## config.mk

```make
export PLATFORM = sky130hd
export DESIGN_NAME = gray_step_counter
export DESIGN_NICKNAME = d
export VERILOG_FILES = /design/src/rtl/gray_step_counter_pkg.sv /design/src/rtl/gray_step_counter_edge_detect.sv /design/src/rtl/gray_step_counter.sv
export SDC_FILE = /design/constraint.sdc
export NUM_CORES = 1
export LEC_CHECK = 0
export BUFFER_PORTS_ARGS = -buffer_cell sky130_fd_sc_hd__buf_2
export CAP_MARGIN = 20
export CORE_MARGIN = 2
export CORE_UTILIZATION = 30
export DETAILED_ROUTE_END_ITERATION = 6
export PLACE_DENSITY = 0.47
export SYNTH_ARGS = -nofsm -noshare
export SYNTH_HDL_FRONTEND = slang
export SYNTH_SLANG_ARGS = --single-unit
```

## constraint.sdc

```tcl
create_clock -name clk -period 5.15 [get_ports clk]
set_input_delay 0.7725 -clock clk [delete_from_list [all_inputs] [get_ports clk]]
set_output_delay 0.7725 -clock clk [all_outputs]
set_load 0.005 [all_outputs]
```

## src/rtl/gray_step_counter_pkg.sv

```systemverilog
// Shared constants and combinational helpers for the Gray-coded step counter.
package gray_step_counter_pkg;

    localparam int DEFAULT_WIDTH = 4;
    localparam int MAX_WIDTH     = 16;
    localparam int IDX_W         = $clog2(MAX_WIDTH);

    // Reflected binary Gray code; callers zero-extend narrower counts.
    function automatic logic [MAX_WIDTH-1:0] bin2gray(input logic [MAX_WIDTH-1:0] b);
        return b ^ (b >> 1);
    endfunction

    function automatic logic [IDX_W-1:0] onehot_index(input logic [MAX_WIDTH-1:0] v);
        logic [IDX_W-1:0] idx;
        idx = '0;
        for (int i = 0; i < MAX_WIDTH; i++) begin
            if (v[i]) idx = IDX_W'(i);
        end
        return idx;
    endfunction

endpackage

```

## src/rtl/gray_step_counter_edge_detect.sv

```systemverilog
// Rising-edge detector; history resets high so a level already present at reset release is ignored.
module edge_detect (
    input  logic clk,
    input  logic reset,
    input  logic sig,
    output logic rise
);

    logic hist;

    always_ff @(posedge clk) begin
        if (reset) hist <= 1'b1;
        else       hist <= sig;
    end

    assign rise = sig & ~hist;

endmodule

```

## src/rtl/gray_step_counter.sv

```systemverilog
// Up/down step counter holding a binary count and its Gray code, with step/wrap pulses and toggled-bit index.
module gray_step_counter
    import gray_step_counter_pkg::*;
#(
    parameter int WIDTH = DEFAULT_WIDTH
) (
    input  logic                       clk,
    input  logic                       reset,
    input  logic                       up_pulse,
    input  logic                       down_pulse,
    input  logic                       clear,
    output logic [WIDTH-1:0]           gray,
    output logic [WIDTH-1:0]           bin,
    output logic                       step,
    output logic                       wrap,
    output logic [$clog2(WIDTH)-1:0]   changed_bit
);

    localparam int CBW = $clog2(WIDTH);

    logic                 up_rise;
    logic                 down_rise;
    logic [WIDTH-1:0]     bin_next;
    logic                 do_step;
    logic                 do_wrap;
    logic [MAX_WIDTH-1:0] bin_ext;
    logic [MAX_WIDTH-1:0] gray_ext;
    logic [MAX_WIDTH-1:0] gray_next_full;
    logic [MAX_WIDTH-1:0] diff;
    logic [IDX_W-1:0]     idx_full;
    logic [CBW-1:0]       idx;
    logic                 unused_bits;

    edge_detect u_up_edge (
        .clk   (clk),
        .reset (reset),
        .sig   (up_pulse),
        .rise  (up_rise)
    );

    edge_detect u_down_edge (
        .clk   (clk),
        .reset (reset),
        .sig   (down_pulse),
        .rise  (down_rise)
    );

    always_comb begin
        bin_next = bin;
        do_step  = 1'b0;
        do_wrap  = 1'b0;
        // Simultaneous up and down edges cancel out.
        if (up_rise && !down_rise) begin
            bin_next = bin + WIDTH'(1);
            do_step  = 1'b1;
            do_wrap  = &bin;
        end else if (down_rise && !up_rise) begin
            bin_next = bin - WIDTH'(1);
            do_step  = 1'b1;
            do_wrap  = ~|bin;
        end

        bin_ext              = '0;
        bin_ext[WIDTH-1:0]   = bin_next;
        gray_next_full       = bin2gray(bin_ext);
        gray_ext             = '0;
        gray_ext[WIDTH-1:0]  = gray;
        diff                 = gray_ext ^ gray_next_full;
        idx_full             = onehot_index(diff);
        idx                  = idx_full[CBW-1:0];
    end

    // Upper bits are zero by construction for narrow counters.
    assign unused_bits = ^{gray_next_full, idx_full};

    always_ff @(posedge clk) begin
        if (reset || clear) begin
            bin         <= '0;
            gray        <= '0;
            step        <= 1'b0;
            wrap        <= 1'b0;
            changed_bit <= '0;
        end else begin
            step <= do_step;
            wrap <= do_wrap;
            if (do_step) begin
                bin         <= bin_next;
                gray        <= gray_next_full[WIDTH-1:0];
                changed_bit <= idx;
            end
        end
    end

endmodule

```

==> flow_summary.ini <==
[synthesis]
synth-seq-cells = 13
synthesis.nets = 89
syn_area_um2 = 795.8
ys_types = 34
syn_inst = 79
yosysSeqAreaShare_pct = 32.70
synth.avg_cell_area_um2 = 10.07
yosys_warnings = 0

[power_and_ir_drop]
p_seq_share_pct = 53.0
p_comb_share_pct = 15.2
power_switching_uw = 49.17
swShare_pct = 25.02
p_clk_share_pct = 31.8
powerDensity_nw_per_um2 = 215.2
ir_drop_mv = 0.1271
power.internal_uw = 147.4
p_leak_nw = 0.4184

[clock_network]
cts_sinks = 13
cts-hold-fix-buffers = 0
clk-insertion-delay-late_ns = 0.27
cts_buffers = 3
ctsRootBufferMaster = clkbuf_4
path_clk_slew_ns = 0.08
postCtsSetupRepairBufs = 0
cts_tree = yes
htree_levels = 1
clock_path_buffers = 2
cts_resized = 0

[routing]
routed-via-count = 568
wl_per_cell_um = 10.96
antenna_left = 0
drcViolationCount = 0
drt_iter0_drc = 4
viasPerCell = 4.544
firstDrtPassIters = 4
wl_um = 1370

[grt]
grt_usage_pct = 9.299
grt_max_degree = 15
antenna_found_initial = 0
grt_pass1_wl_um = 2214
overflow = 0
grt_pass1_vias = 490

[floorplan]
die_area_um2 = 3080
core-area_um2 = 2500
die_w_um = 55.50
rows = 18
ios = 17
die_y_um = 55.50
start_util_pct = 31.83

[sta]
final-setup-viol-count = 0
clock.fmax_mhz = 403.8
tightestPinTransition_ns = 0.5106
finalHoldViolCount = 0
period_minus_slack_ns = 2.477
skew_ns = 0.004937
slew_violations = 0
slew_headroom_pct = 65.96
hold_ws_ns = 0.4623
tns_ns = 0
finalCritPeriodShare_pct = 48.09
rsz0062_at_grt = false

[setup_path]
critPathSlowestCell = a211oi_2
path_class = primary input to flip-flop
crit_required_ns = 5.37
r2r_slack_ns = 2.84
slowest_delay_ns = 0.43
worstPathMaxFanout = 10
worstSetupEndpointType = flip-flop
arrival_ns = 2.69
cp_cell_sequence = buf_2, nand2b_1, inv_1, ha_1, nor2_2, a211oi_2, xor3_1, a221o_1, a21oi_2
critPathLaunchType = primary input

[status]
outcome = finished, final reports clean

[layout]
fin_nets = 106
drive_gt1_share_pct = 34.74
final_common_cell = buf_2
most-common-layout-cells = buf_2 (16), dfxtp_1 (13), nor2_1 (7)
diodes = 0
syn_to_final_growth_pct = 14.78

[worst_hold_path]
min_path_type = flip-flop to flip-flop

[place]
routabilityCongestion = 0.6775
dp_hpwl_um = 998.4
numPortBuffers = 16

[flow_run]
cap_violations = 0
==> cell usage after synthesis, drive strengths merged <==
cell / count / share of area (%)
dfxtp: 13 / 33
nor2: 8 / 4.1
a21oi: 7 / 4.9
inv: 6 / 2.8
ha: 5 / 7.9
xnor2: 5 / 5.5
buf: 3 / 2.8
mux2i: 3 / 3.8
or2: 3 / 2.4
a211oi: 2 / 4.1
nand2: 2 / 0.94
nand2b: 2 / 1.6
nand3b: 2 / 1.9
nor3b: 2 / 3.1
o21ai: 2 / 1.3
or3: 2 / 1.6
a221o: 1 / 1.3
a221oi: 1 / 1.9
a31oi: 1 / 2.7
and2: 1 / 0.79
and3: 1 / 0.94
and4: 1 / 1.4
and4b: 1 / 1.4
clkbuf: 1 / 0.47
nor2b: 1 / 0.79
xnor3: 1 / 3.0
xor2: 1 / 1.1
xor3: 1 / 3.0
==> metal layers <==
metal	part of all wire, %	up-vias	global-route usage (%)
li1	-	297	-
met1	50	253	11.35
met2	44	16	13.78
met3	5.4	2	5.152
met4	0.73	0	3.136
met5	0	-	0
==> metrics by stage <==
step / setup slack [ns] / utilization [%] / cell area (um^2) / instances / total power, mW
finish: 2.673 / 36.54 / 913.4 / 125 / 0.1965
global route: 2.539 / 36.54 / 913.4 / 125 / 0.2093
CTS: 2.679 / 36.54 / 913.4 / 125 / 0.2002
detailed placement: 2.397 / 35.49 / 887.1 / 121 / 0.1367
global placement: 2.439 / 35.49 / 887.1 / 121 / 0.1371
floorplan: 2.653 / - / 795.8 / 79 / 0.1305
==> worst paths after layout <==
| path | cells past startpoint | start | end |
|---|---|---|---|
| worst min register to register | 2 | changed_bit[1]$_SDFFE_PP0P_ | changed_bit[1]$_SDFFE_PP0P_ |
| worst max-delay path | 9 | up_pulse | changed_bit[0]$_SDFFE_PP0P_ |
| worst max register to register | 7 | bin[0]$_SDFFE_PP0P_ | changed_bit[0]$_SDFFE_PP0P_ |
| worst min-delay path | 2 | changed_bit[1]$_SDFFE_PP0P_ | changed_bit[1]$_SDFFE_PP0P_ |
==> power by group through the flow <==
| stage | clock network, mW | registers (mW) | logic, mW |
|---|---|---|---|
| 6_report | 0.0624 | 0.104 | 0.0299 |
| 5_1_grt | 0.0717 | 0.104 | 0.0332 |
| 4_1_cts | 0.0658 | 0.104 | 0.0302 |
| 3_5_place_dp | 0 | 0.107 | 0.0301 |
| 3_3_place_gp | 0 | 0.107 | 0.0305 |
| 2_1_floorplan | 0 | 0.107 | 0.0239 |
==> final cells by class <==
type | instances | area (um^2)
clock buffers | 4 | 26.28
fillers | 252 | 1587
inverters | 6 | 22.52
multi-input cells | 56 | 486.7
flip-flops and latches | 13 | 260.3
well taps | 30 | 37.54
repair buffers | 16 | 80.08
==> flip-flops by register name, summed over array words and instances, names as in the netlist <==
| signal | flops |
|---|---|
| bin | 3 |
| changed_bit | 2 |
| gray | 4 |
| step | 1 |
| u_down_edge.hist | 1 |
| u_up_edge.hist | 1 |
| wrap | 1 |
==> kinds of logic after synthesis <==
family,after synthesis,share of synthesized area [%]
compound gates,14,16.04
xor+xnor,8,12.58
fa+ha+maj,5,7.862
buf+inv,10,6.131
flops,13,32.70
mux,3,3.774
simple gates,26,20.91
==> critical path: cells and delay by family <==
kind | cells | cell delay [ns]
xor+xnor | 1 | 0.39
simple gates | 2 | 0.17
compound gates | 3 | 0.86
fa+ha+maj | 1 | 0.34
buf+inv | 2 | 0.15
(Power assumes the default switching activity.)
